--- src/rtl/ifetch_pkg.sv ---
// rtl/ifetch_pkg.sv - shared fetch constants, state enum and buffer entry type
// Build option: IFETCH_BUF2_EN selects a 2-entry fetch buffer (default 1 entry).
package ifetch_pkg;

    localparam logic [31:0] RESET_PC_DEFAULT = 32'h0000_0000;
    localparam logic [31:0] NOP_INSTR        = 32'h0000_0013;

    typedef enum logic {
        RUN   = 1'b0,
        FAULT = 1'b1
    } fetch_state_t;

    typedef struct packed {
        logic [31:0] pc;
        logic [31:0] instr;
    } fetch_entry_t;

`ifdef IFETCH_BUF2_EN
    localparam int BUF_DEPTH = 2;
`else
    localparam int BUF_DEPTH = 1;
`endif

endpackage

--- src/rtl/ifetch_buf.sv ---
// rtl/ifetch_buf.sv - fetch buffer FIFO of {pc, instr} entries
// Ports: clk, rst (sync, active-high), flush (drops all entries), push/push_data,
// pop, full, empty, head (oldest entry; holds RESET_ENTRY until first write).
module ifetch_buf
    import ifetch_pkg::*;
#(
    parameter int           DEPTH       = 1,
    parameter fetch_entry_t RESET_ENTRY = '0
) (
    input  logic         clk,
    input  logic         rst,
    input  logic         flush,
    input  logic         push,
    input  fetch_entry_t push_data,
    input  logic         pop,
    output logic         full,
    output logic         empty,
    output fetch_entry_t head
);

    localparam int PW    = (DEPTH > 1) ? $clog2(DEPTH) : 1;
    localparam int CW    = $clog2(DEPTH + 1);
    localparam int SLOTS = 2 ** PW;

    fetch_entry_t      mem [SLOTS];
    logic [PW-1:0]     rd_ptr;
    logic [PW-1:0]     wr_ptr;
    logic [CW-1:0]     count;

    function automatic logic [PW-1:0] ptr_inc(input logic [PW-1:0] p);
        return (p == PW'(DEPTH - 1)) ? '0 : p + PW'(1);
    endfunction

    always_ff @(posedge clk) begin
        if (rst) begin
            rd_ptr <= '0;
            wr_ptr <= '0;
            count  <= '0;
            for (int i = 0; i < SLOTS; i++) begin
                mem[i] <= RESET_ENTRY;
            end
        end else if (flush) begin
            rd_ptr <= '0;
            wr_ptr <= '0;
            count  <= '0;
        end else begin
            if (push) begin
                mem[wr_ptr] <= push_data;
                wr_ptr      <= ptr_inc(wr_ptr);
            end
            if (pop) begin
                rd_ptr <= ptr_inc(rd_ptr);
            end
            case ({push, pop})
                2'b10:   count <= count + CW'(1);
                2'b01:   count <= count - CW'(1);
                default: count <= count;
            endcase
        end
    end

    assign full  = (count == CW'(DEPTH));
    assign empty = (count == '0);
    assign head  = mem[rd_ptr];

endmodule

--- src/rtl/ifetch.sv ---
// rtl/ifetch.sv - instruction fetch stage with fetch buffer and misaligned-redirect halt
// Build option: IFETCH_BUF2_EN (2-entry buffer, push gated only by buffer fullness).
// Ports: clk, rst (sync, active-high); imem_addr/imem_drdy/imem_rdata instruction memory;
// redirect_valid/redirect_pc redirect request; id_valid/id_ready/id_instr/id_pc decode
// handshake on the oldest buffered entry; fetch_fault sticky misaligned-redirect halt.
module ifetch
    import ifetch_pkg::*;
#(
    parameter logic [31:0] RESET_PC = RESET_PC_DEFAULT
) (
    input  logic        clk,
    input  logic        rst,
    output logic [31:0] imem_addr,
    input  logic        imem_drdy,
    input  logic [31:0] imem_rdata,
    input  logic        redirect_valid,
    input  logic [31:0] redirect_pc,
    input  logic        id_ready,
    output logic        id_valid,
    output logic [31:0] id_instr,
    output logic [31:0] id_pc,
    output logic        fetch_fault
);

    fetch_state_t state;
    fetch_state_t state_next;
    logic [31:0]  pc;
    logic [31:0]  pc_next;

    logic         push;
    logic         pop;
    logic         flush;
    logic         can_push;
    logic         buf_full;
    logic         buf_empty;
    fetch_entry_t buf_head;

    assign pop = !buf_empty && id_ready;

`ifdef IFETCH_BUF2_EN
    // Fullness alone gates the push, so id_ready never reaches pc or imem_addr.
    assign can_push = !buf_full;
`else
    // Single entry: a same-cycle pop frees the slot, keeping one instruction per cycle.
    assign can_push = !buf_full || pop;
`endif

    always_ff @(posedge clk) begin
        if (rst) begin
            state <= RUN;
            pc    <= RESET_PC;
        end else begin
            state <= state_next;
            pc    <= pc_next;
        end
    end

    always_comb begin
        state_next = state;
        pc_next    = pc;
        push       = 1'b0;
        flush      = 1'b0;
        case (state)
            RUN: begin
                if (redirect_valid) begin
                    flush = 1'b1;
                    if (redirect_pc[1:0] != 2'b00) begin
                        state_next = FAULT;
                    end else begin
                        pc_next = redirect_pc;
                    end
                end else if (imem_drdy && can_push) begin
                    push    = 1'b1;
                    pc_next = pc + 32'd4;
                end
            end
            FAULT: begin
                // Halted: buffer stays empty and redirects are ignored until reset.
            end
            default: state_next = FAULT;
        endcase
    end

    ifetch_buf #(
        .DEPTH       (BUF_DEPTH),
        .RESET_ENTRY ('{pc: RESET_PC, instr: NOP_INSTR})
    ) u_buf (
        .clk       (clk),
        .rst       (rst),
        .flush     (flush),
        .push      (push),
        .push_data ('{pc: pc, instr: imem_rdata}),
        .pop       (pop),
        .full      (buf_full),
        .empty     (buf_empty),
        .head      (buf_head)
    );

    assign imem_addr   = {2'b00, pc[31:2]};
    assign id_valid    = !buf_empty;
    assign id_instr    = buf_head.instr;
    assign id_pc       = buf_head.pc;
    assign fetch_fault = (state == FAULT);

endmodule
--- config.mk ---
export PLATFORM = sky130hd
export DESIGN_NAME = ifetch
export DESIGN_NICKNAME = d
export VERILOG_FILES = /design/src/rtl/ifetch_pkg.sv /design/src/rtl/ifetch_buf.sv /design/src/rtl/ifetch.sv
export SDC_FILE = /design/constraint.sdc
export NUM_CORES = 1
export LEC_CHECK = 0
export CORE_MARGIN = 3
export CORE_UTILIZATION = 49
export CTS_CLUSTER_SIZE = 25
export DETAILED_ROUTE_END_ITERATION = 10
export GPL_ROUTABILITY_DRIVEN = 0
export PLACE_DENSITY = 0.9
export SKIP_LAST_GASP = 1
export SLEW_MARGIN = 30
export SYNTH_ARGS = -nofsm -noshare
export SYNTH_HDL_FRONTEND = slang
export SYNTH_SLANG_ARGS = --single-unit
--- constraint.sdc ---
create_clock -name clk -period 11.4 [get_ports clk]
set_input_delay 2.85 -clock clk [delete_from_list [all_inputs] [get_ports clk]]
set_output_delay 2.85 -clock clk [all_outputs]
set_load 0.01 [all_outputs]
==> flow_summary.yaml, run 1 <==
clock_tree:
  cts_buffers: 9
  postCtsSetupBuffers: 0
  h-tree-depth: 3
  cts.sinks: 98
  clk_pin_slew_ns: 0.09
  cts_hold_buffers: 0
  clock_path_buffers: 2
  insertion_delay_ns: 0.36
  cts_resized: 0
  cts_tree: "done"
  clockRootBuffer: "clkbuf_8"
place:
  pre_cts_slack_ns: 5.96
  port_buffers: 164
  placed_area_um2: 6180
  dp_hpwl_um: 8850
cells_and_area:
  fill_cells: 699
  drive_gt1_frac: 0.0661
  stdcell_area_um2: 6410
  seq_area_um2: 2600
  multi_input_area_um2: 1740
  nets: 625
  diodes: 0
  syn_to_final_growth_pct: 35.8
detailed_routing:
  detail_route.wl_per_cell_um: 18.0
  drt_iter0_drc: 390
  vias: 3909
  drc_errors: 0
  via_per_inst: 5.67
  ant_nets: 0
  dr.pass1.iters: 5
  routed_wl_um: 12400
yosys:
  muxShareOfSynthArea: 0.00847
  synth_fa_ha_area_frac: 0.00265
  synth_cell_types: 61
  ys_warn_count: 0
  yosys.area_share.simple: 0.226
  synth_xor_area_frac: 0
  synth_area_um2: 4720
  async_reset_ff_frac: 0
  synth_largest_area_cell: "edfxtp_1"
  synth_top_family_by_area: "simple AND/OR/NAND/NOR gates"
  synth_area_leaders: "edfxtp_1 (41%), dfxtp_1 (14%), and2_1 (7.8%), buf_4 (5.6%), a21oi_1 (3.0%)"
  ys_seq_elements: 98
  ys_seq_area_frac: 0.551
  synthCells: 436
  synth_flop_cell: "edfxtp_1"
  syn_avg_cell_area_um2: 10.8
  synth_top_area_share: 0.407
  synth_edf_count: 64
  synth-compound-area-share: 0.128
  synthTopCellsByCount: "edfxtp_1 (64), and2_1 (59), buf_4 (35)"
  synthMostInstantiatedCell: "edfxtp_1"
sta:
  worst_slew_pin_slew_ns: 0.983
  min_period_ns: 5.15
  clock.fmax_ghz: 0.194
  finalCritPeriodShare: 0.452
  timing.setup.tns_ns: 0
  finalSetupViolCount: 0
  fin_hold_ws_ns: 0.499
  hold_viol: 0
  slew_headroom: 0.344
  fin_ws_ns: 6.25
  fin_skew_ns: 0.0139
  drv_slew: 0
  rsz0062_at_grt: "no"
die:
  start_util: 0.509
  dieArea_um2: 10900
  fp.dieH_um: 104
  rows: 35
  io_pins: 167
  fp.dieW_um: 104
  coreArea_um2: 9280
critical_path:
  cp-startpoint: "redirect_valid"
  path_class: "in -> reg"
  r2r_start: "fetch_fault"
  cp-start-kind: "input pin"
  worstPathArrival_ns: 5.41
  worst_ep_required_time_ns: 11.67
  endpoint_kind: "flip-flop"
  critical_path.max_fanout: 57
power:
  power_density_nw_per_um2: 120
  leakage_nw: 2.27
  ir_drop_v: 0.0000924
  power_uw: 767
global_route:
  grt_antenna_before_repair: 0
  grt_overflow: 0
  grt_max_degree: 65
  grt_usage: 0.226
  grt_pass1_vias: 3748
  grt_pass1_wl_um: 19600
run_status:
  outcome: "completed"
run:
  max_cap_violations: 0
worst_hold_path:
  min_from: "pc[1]"
  hold_path.class: "reg -> reg"
-- cells in the final DEF (no fill, tap or decap), types with 3 or more instances in the layout --
master           netlist  final
clkdlybuf4s50_1        0    163
edfxtp_1              64     64
and2_1                59     59
dfxtp_1               34     34
a21oi_1               28     28
nor2_1                22     22
nand2_1               18     18
o21ai_0               17     17
nand3_1               12     12
nor3_1                10     10
nand4_1                9      9
clkbuf_8               0      9
a211oi_1               7      7
nor4_1                 6      6
inv_1                  6      6
nor3b_1                5      5
or3_1                  4      4
mux2i_1                4      4
a31oi_1                4      4
and3_1                 4      4
nor4_2                 3      3
o21a_1                 3      3
a41o_1                 3      3
nand3b_1               3      3
a32o_1                 3      3
a22o_1                 3      3
a22oi_1                3      3
-- metal layers --
metal	wire length, µm	vias to the layer above	global-route usage
met5	0	-	0
met4	351	0	0.0874
met3	1090	28	0.0608
met2	5950	233	0.367
met1	5020	1845	0.288
li1	-	1803	-
-- final cells by class --
cell class / count / area share
flip-flops and latches: 98 / 0.406
multi-input cells: 272 / 0.271
repair buffers: 167 / 0.262
well taps: 129 / 0.0252
clock buffers: 9 / 0.0193
clock inverters: 7 / 0.0131
inverters: 7 / 0.00410
-- sequential cells by signal (all words and copies together) (netlist names) --
register / count
fetch_fault: 1
u_buf.mem: 64
pc: 32
u_buf.full: 1
-- power by group --
group	internal (mW)	switching, mW
logic	0.0663	0.0538
clock network	0.106	0.128
registers	0.398	0.0145
-- per-stage QoR --
stage,instances,util
2_1_floorplan,437,-
3_3_place_gp,672,0.666
3_5_place_dp,672,0.666
4_1_cts,688,0.688
5_1_grt,689,0.691
6_report,689,0.691
-- cell families (layout without fill, tap and decap cells) --
group	count (synthesis)	count (layout)
AOI/OAI and AO/OA	91	91
and+or+nand+nor	174	174
muxes	4	4
buffers and inverters	67	190
DFF	98	98
adders and majority gates	1	1
other	1	2
-- worst paths after layout --
| check | endpoint | slack, ns | depth (start not counted) |
|---|---|---|---|
| min | pc[1] | 0.50 | 1 |
| max reg2reg | pc[22] | 9.08 | 5 |
| min reg2reg | pc[1] | 0.50 | 1 |
| max | pc[22] | 6.25 | 6 |
-- worst max-delay path: stages --
cell and delay, ns:
buf_2 0.74, or4b_1 0.73, o21ai_4 0.42, nand4_1 0.20, nor3b_1 0.21, nor4_2 0.25
Note: power is estimated with default switching activity, not from simulation.
==> run 2: changes to the inputs <==
--- a/config.mk
+++ b/config.mk
@@ -6,11 +6,11 @@
 export NUM_CORES = 1
 export LEC_CHECK = 0
 export CORE_MARGIN = 3
-export CORE_UTILIZATION = 49
+export CORE_UTILIZATION = 41
 export CTS_CLUSTER_SIZE = 25
 export DETAILED_ROUTE_END_ITERATION = 10
 export GPL_ROUTABILITY_DRIVEN = 0
-export PLACE_DENSITY = 0.9
+export PLACE_DENSITY = 0.81
 export SKIP_LAST_GASP = 1
 export SLEW_MARGIN = 30
 export SYNTH_ARGS = -nofsm -noshare
==> constraint.sdc (replaced) <==
create_clock -name clk -period 4.2 [get_ports clk]
set_input_delay 1.05 -clock clk [delete_from_list [all_inputs] [get_ports clk]]
set_output_delay 1.05 -clock clk [all_outputs]
set_load 0.01 [all_outputs]
==> flow_summary.yaml, run 2 (same netlist as run 1, synthesis figures left out) <==
cells_and_area:
  final_cells: 701
  diodes: 0
  top_regs: "u_buf.mem (64), pc (32)"
  stdcell_area_um2: 6480
  final_cell_mix: "clkdlybuf4s50_1 (162), edfxtp_1 (64), and2_1 (59)"
  final_common_cell: "clkdlybuf4s50_1"
  largest_reg_flops: 64
  drive_gt1_frac: 0.0642
  nets: 626
  fill_cells: 916
  syn_to_final_growth_pct: 37.3
  largest-register: "u_buf.mem"
die:
  dieArea_um2: 12800
  fp.dieW_um: 113
  rows: 38
  coreArea_um2: 11000
  io_pins: 167
  start_util: 0.428
  fp.dieH_um: 113
detailed_routing:
  drt_iter0_drc: 330
  vias: 3767
  ant_nets: 0
  via_per_inst: 5.37
  dr.pass1.iters: 5
  drc_errors: 0
  routed_wl_um: 12300
  detail_route.wl_per_cell_um: 17.5
global_route:
  grt_pass1_vias: 3664
  grt_usage: 0.192
  grt_max_degree: 65
  grt_overflow: 0
  grt_pass1_wl_um: 19400
  grt_antenna_before_repair: 0
clock_tree:
  h-tree-depth: 3
  clock_path_buffers: 2
  clockRootBuffer: "clkbuf_16"
  cts_resized: 0
  cts_buffers: 9
  cts_hold_buffers: 0
  cts_tree: "done"
  cts.sinks: 98
  clk_pin_slew_ns: 0.06
  insertion_delay_ns: 0.34
  postCtsSetupBuffers: 0
sta:
  clock.fmax_ghz: 0.332
  finalCritPeriodShare: 0.718
  min_period_ns: 3.01
  rsz0062_at_grt: "no"
  slew_headroom: 0.423
  fin_skew_ns: 0.00773
  drv_slew: 0
  finalSetupViolCount: 0
  timing.setup.tns_ns: 0
  hold_viol: 0
  worst_slew_pin_slew_ns: 0.865
critical_path:
  worstPathArrival_ns: 3.20
  path_class: "in -> reg"
  critical_path.max_fanout: 19
  endpoint_kind: "flip-flop"
  worst_ep_required_time_ns: 4.39
  cp-start-kind: "input pin"
power:
  power_density_nw_per_um2: 340
  leakage_nw: 2.30
  ir_drop_v: 0.000190
run_status:
  outcome: "completed"
run:
  max_cap_violations: 0
place:
  dp_hpwl_um: 8710
  port_buffers: 164
  placed_area_um2: 6210
  dp.cells: 685
worst_hold_path:
  hold_path.class: "reg -> reg"
run 2: cell types whose count changed in the layout (fill, tap and decap cells not counted):
cell	delta
buf_16	-1
buf_2	+1
buf_4	+2
bufinv_16	-1
clkbuf_1	+3
clkbuf_16	+9
clkbuf_8	-7
clkdlybuf4s50_1	-1
clkinv_4	-1
clkinvlp_4	+1
inv_6	-2
inv_8	-2
nand2b_2	-1
nand2b_4	+1
run 2: cell type report:
type,count,area (µm²),area share
Clock buffer,14,264,0.0407
Clock inverter,2,12.5,0.00193
Inverter,7,26.3,0.00405
Multi-Input combinational cell,272,1740,0.269
Sequential cell,98,2600,0.401
Tap cell,140,175,0.0270
Timing Repair Buffer,168,1660,0.256
run 2: where the power goes:
part | leakage [nW] | switching [mW] | internal (mW)
logic | 1.23 | 0.145 | 0.178
registers | 0.943 | 0.0388 | 1.08
clock network | 0.133 | 0.330 | 0.434
total | 2.30 | 0.513 | 1.69
run 2: worst max-delay path, stage by stage:
cell and delay, ns:
clkdlybuf4s50_1 0.45, or4b_1 0.73, o21ai_4 0.28, buf_4 0.34, o21ai_0 0.12, a22oi_1 0.17
nor2_1 0.06
run 2: final timing paths:
path,slack [ns],from,endpoint,cells past startpoint
max reg2reg,2.00,pc[2],pc[28],6
min reg2reg,0.48,pc[0],pc[0],1
min,0.48,pc[0],pc[0],1
max,1.19,redirect_pc[1],pc[9],7
run 2: stage by stage:
stage / setup WS (ns) / utilization / hold WS (ns) / power (mW)
after floorplan: 0.421 / - / 0.452 / 1.29
after global placement: 0.923 / 0.563 / 0.461 / 1.46
after detailed placement: 0.841 / 0.563 / 0.469 / 1.47
after CTS: 1.20 / 0.588 / 0.478 / 2.23
after global routing: 1.01 / 0.588 / 0.487 / 2.29
final: 1.19 / 0.588 / 0.476 / 2.21
run 2: metal layers:
layer,vias to the layer above,global-route usage,routed length [µm]
met5,-,0,0
met4,0,0.0737,197
met3,15,0.0353,955
met2,180,0.294,5640
met1,1765,0.270,5480
li1,1807,-,-
==> run 3: changes to the inputs <==
==> constraint.sdc (replaced) <==
create_clock -name clk -period 2.4 [get_ports clk]
set_input_delay 0.6 -clock clk [delete_from_list [all_inputs] [get_ports clk]]
set_output_delay 0.6 -clock clk [all_outputs]
set_load 0.01 [all_outputs]
==> flow_summary.yaml, run 3 (same netlist as run 1, synthesis figures left out) <==
run_status:
  outcome: "completed"
sta:
  rsz0062_at_grt: "no"
  finalCritPeriodShare: 0.946
  fin_skew_ns: 0.00782
  fin_ws_ns: 0.130
  fin_hold_ws_ns: 0.474
  drv_slew: 0
  timing.setup.tns_ns: 0
  clock.fmax_ghz: 0.440
  hold_viol: 0
  min_period_ns: 2.27
  slew_headroom: 0.639
  worst_slew_pin_slew_ns: 0.541
  finalSetupViolCount: 0
clock_tree:
  cts_buffers: 9
  insertion_delay_ns: 0.34
  cts_resized: 0
  clockRootBuffer: "clkbuf_16"
  cts_hold_buffers: 0
  postCtsSetupBuffers: 0
  clock_path_buffers: 2
  h-tree-depth: 3
  clk_pin_slew_ns: 0.07
  cts.sinks: 98
  cts_tree: "done"
detailed_routing:
  via_per_inst: 5.43
  routed_wl_um: 12900
  ant_nets: 0
  drc_errors: 0
  detail_route.wl_per_cell_um: 17.7
  drt_iter0_drc: 492
  dr.pass1.iters: 5
  vias: 3939
critical_path:
  endpoint_kind: "flip-flop"
  critical_path.max_fanout: 11
  worst_ep_required_time_ns: 2.67
  r2r_cells: 6
  path_class: "in -> reg"
  r2r_slack_ns: 0.35
  worstReg2RegEnd: "pc[23]"
  cp-start-kind: "input pin"
  worstPathArrival_ns: 2.54
  r2r_start: "pc[17]"
power:
  ir_drop_v: 0.000317
  power_density_nw_per_um2: 608
  power_mw: 4.11
  leakage_nw: 2.47
cells_and_area:
  final_cells: 726
  fin_util: 0.613
  drive_gt1_frac: 0.108
  diodes: 0
  nets: 651
  final_common_cell: "clkdlybuf4s50_1"
  largest_reg_flops: 64
  final_cell_mix: "clkdlybuf4s50_1 (162), edfxtp_1 (64), and2_1 (59)"
  syn_to_final_growth_pct: 43.2
  largest-register: "u_buf.mem"
  stdcell_area_um2: 6770
  top_regs: "u_buf.mem (64), pc (32)"
die:
  io_pins: 167
  fp.dieH_um: 113
  coreArea_um2: 11000
  rows: 38
  fp.dieW_um: 113
  start_util: 0.428
  dieArea_um2: 12800
place:
  dp_hpwl_um: 9360
  placed_area_um2: 6450
  port_buffers: 164
  pre_cts_slack_ns: -0.217
  dp.cells: 710
global_route:
  grt_pass1_wl_um: 20200
  grt_overflow: 0
  grt_max_degree: 56
  grt_antenna_before_repair: 0
  grt_usage: 0.199
  grt_pass1_vias: 3819
worst_hold_path:
  whs_endpoint: "pc[0]"
  min_from: "pc[0]"
  hold_path.class: "reg -> reg"
  hold_depth: 1
run:
  max_cap_violations: 0
## run 3: critical path, stage by stage
cell and delay [ns]:
clkdlybuf4s50_1 0.42, or4b_1 0.65, o21a_1 0.32, buf_4 0.23, nor3_1 0.14, a21oi_1 0.06, a21oi_1 0.12
## run 3: power breakdown
group	leakage [nW]	internal [mW]	switching [mW]	total [mW]
sequential	0.943	1.89	0.0612	1.95
combinational	1.37	0.353	0.273	0.626
clock	0.156	0.938	0.594	1.53
total	2.47	3.18	0.929	4.11
## run 3: how the worst max path moves through the flow
stage                        start  slack (ns)               to
floorplan           redirect_valid        0.09  u_buf.mem[0][0]
CTS                 redirect_pc[1]        0.15            pc[2]
global route        redirect_pc[1]        0.06            pc[2]
detailed placement  redirect_pc[1]       -0.22            pc[2]
finish              redirect_pc[1]        0.13            pc[2]
global placement    redirect_pc[1]       -0.12            pc[2]
## run 3: area by class of cell
cell class / instances / area, µm²
fill: 842 / 4260
inverter: 7 / 26.3
tap: 140 / 175
timing repair buffer: 193 / 1900
clock inverter: 5 / 77.6
sequential: 98 / 2600
clock buffer: 11 / 243
multi-input combinational: 272 / 1740
## run 3: metal layers
| metal | wire [µm] | GRT usage |
|---|---|---|
| met1 | 5290 | 0.262 |
| met2 | 6110 | 0.329 |
| met4 | 182 | 0.0569 |
| met3 | 1300 | 0.0487 |
| met5 | 0 | 0 |
==> RTL edit: new RTL, config.mk and constraints of run 2 <==
Build with the macro `IFETCH_BUF2_EN` defined.
--- a/src/rtl/ifetch_pkg.sv
+++ b/src/rtl/ifetch_pkg.sv
@@ -2,2 +2,4 @@
 // Build option: IFETCH_BUF2_EN selects a 2-entry fetch buffer (default 1 entry).
+`define IFETCH_BUF2_EN
+
 package ifetch_pkg;
Formal check against the unedited RTL: not equivalent (a bounded check fails within 4 cycles, from zero or initial values and one cycle with rst high).
==> RTL edit against run 2 <==
  * Clock skew increased by 0.015 ns
  * Clock power grew 110%
  * Count of clock-buffer cells in the layout grew 6
  * Synthesized area grew 69%
  * Wire length rose by 56%
  * Setup slack lost 0.38 ns
  * Core utilization fell by 4.7 points
  * Fmax decreased by 11%
  * Design area rose by 58%
  * Power rose by 77%
  * Sequential cell count up 68
  * Critical path type is now reg -> out
==> RTL edit: results (changes against run 2) <==
- Outcome: completed (unchanged).
- Top cell types by occurrence after synthesis: sky130_fd_sc_hd__edfxtp_1 (128), sky130_fd_sc_hd__and2_1 (126), sky130_fd_sc_hd__mux2_2 (64), sky130_fd_sc_hd__dfxtp_1 (38), sky130_fd_sc_hd__buf_4 (33) (was sky130_fd_sc_hd__edfxtp_1 (64), sky130_fd_sc_hd__and2_1 (59), sky130_fd_sc_hd__buf_4 (35), sky130_fd_sc_hd__dfxtp_1 (34), sky130_fd_sc_hd__a21oi_1 (28)).
- The standard cell with the maximum stage delay on the critical path is sky130_fd_sc_hd__dfxtp_4 (was sky130_fd_sc_hd__or4b_1).
- The global-route wire length before repair came to 29900 µm (was 19400 µm).
- The number of vias per cell came to 5.25 (was 5.37).
- Registers with the highest flip-flop counts: u_buf.mem x128, pc x32, u_buf.count x2 (was u_buf.mem x64, pc x32).
- The worst-case register-to-register setup slack was 1.83 ns (was 2.00 ns).
- The detailed-route wire length is 19100 µm (was 12300 µm).
- The number of enable flip-flop cells after synthesis came to 128 (was 64).
- The clock tree skew after final layout is 0.0224 ns (was 0.00773 ns).
- The startpoint kind of the worst setup timing path is a register (was input port).
- The clock buffer count from CTS is 17 (was 9).
- The startpoint of the most critical register-to-register path is fetch_fault$_SDFF_PP0_ (was pc[2]$_SDFFE_PP0P_).
- The sequential share of the synthesized area is 0.576 (was 0.551).
- The CTS H-tree depth is 4 (was 3).
- The total number of nets in the final design was 861 (was 626).
- The worst stage delay on the critical path is 0.96 ns (was 0.73 ns).
- The critical-path maximum fanout came to 64 (was 19).
- The number of global-route vias before repair is 5469 (was 3664).
- The total track usage is 0.178 (was 0.192).
- The worst endpoint data arrival time is 2.34 ns (was 3.20 ns).
- Largest cells by area after synthesis: sky130_fd_sc_hd__edfxtp_1 (48%), sky130_fd_sc_hd__and2_1 (9.9%), sky130_fd_sc_hd__dfxtp_1 (9.5%) (was sky130_fd_sc_hd__edfxtp_1 (41%), sky130_fd_sc_hd__dfxtp_1 (14%), sky130_fd_sc_hd__and2_1 (7.8%)).
- The maximum VDD drop is 0.242 mV (was 0.190 mV).
- The placed wire-length estimate is 12600 µm (was 8710 µm).
- The starting DRC count in detailed routing is 463 (was 330).
[RTL edit: worst max path at each step]
stage                     slack [ns]  depth (start not counted)                             end
final                           0.81                          2                       id_pc[19]
after detailed placement        0.74                          7  u_buf.mem[1][17]$_SDFFCE_PN0P_
after global routing            0.70                          2                     id_instr[4]
after floorplan                 0.43                          5   u_buf.mem[0][0]$_SDFFCE_PN1P_
after CTS                       0.78                          2                        id_pc[2]
after global placement          0.83                          7  u_buf.mem[1][37]$_SDFFCE_PN0P_
[RTL edit: power breakdown]
part	leakage (nW)	total (mW)	switching, mW	internal (mW)
clock	0.278	1.57	0.631	0.935
combinational	1.73	0.429	0.192	0.236
sequential	1.63	1.91	0.0605	1.85
total	3.64	3.90	0.884	3.02
[RTL edit: area by class of cell]
cell class              instances  area (µm²)
fillers                      1601        8690
clock buffers                  20         437
clock inverters                12         151
flip-flops and latches        166        4610
well taps                     260         325
inverters                       5        18.8
repair buffers                175        1740
multi-input cells             425        2980
[RTL edit: per-stage QoR]
stage	hold slack [ns]	instances	setup WS, ns	area, µm²
after detailed placement	0.465	1031	0.743	9670
after global placement	0.453	1031	0.832	9670
after CTS	0.483	1063	0.780	10300
after floorplan	0.435	671	0.433	8010
final	0.483	1063	0.810	10300
after global routing	0.505	1063	0.695	10300
[RTL edit: kinds of logic (layout without fill, tap and decap cells)]
logic type | Yosys count | count (layout) | share of synthesized area
simple gates | 251 | 251 | 0.186
mux | 67 | 67 | 0.0939
other cells | 1 | 2 | 0.000469
xor+xnor | 4 | 4 | 0.00438
compound gates | 99 | 99 | 0.0815
fa+ha+maj | 2 | 2 | 0.00313
buf+inv | 80 | 212 | 0.0555
flops | 166 | 166 | 0.576
[RTL edit: per-layer routing]
metal / vias up / global-route usage / part of all wire / wire, µm
li1: 2650 / - / - / -
met1: 2699 / 0.232 / 0.43 / 8220
met2: 212 / 0.295 / 0.49 / 9320
met3: 17 / 0.0430 / 0.067 / 1270
met4: 0 / 0.0565 / 0.015 / 294
met5: - / 0 / 0 / 0
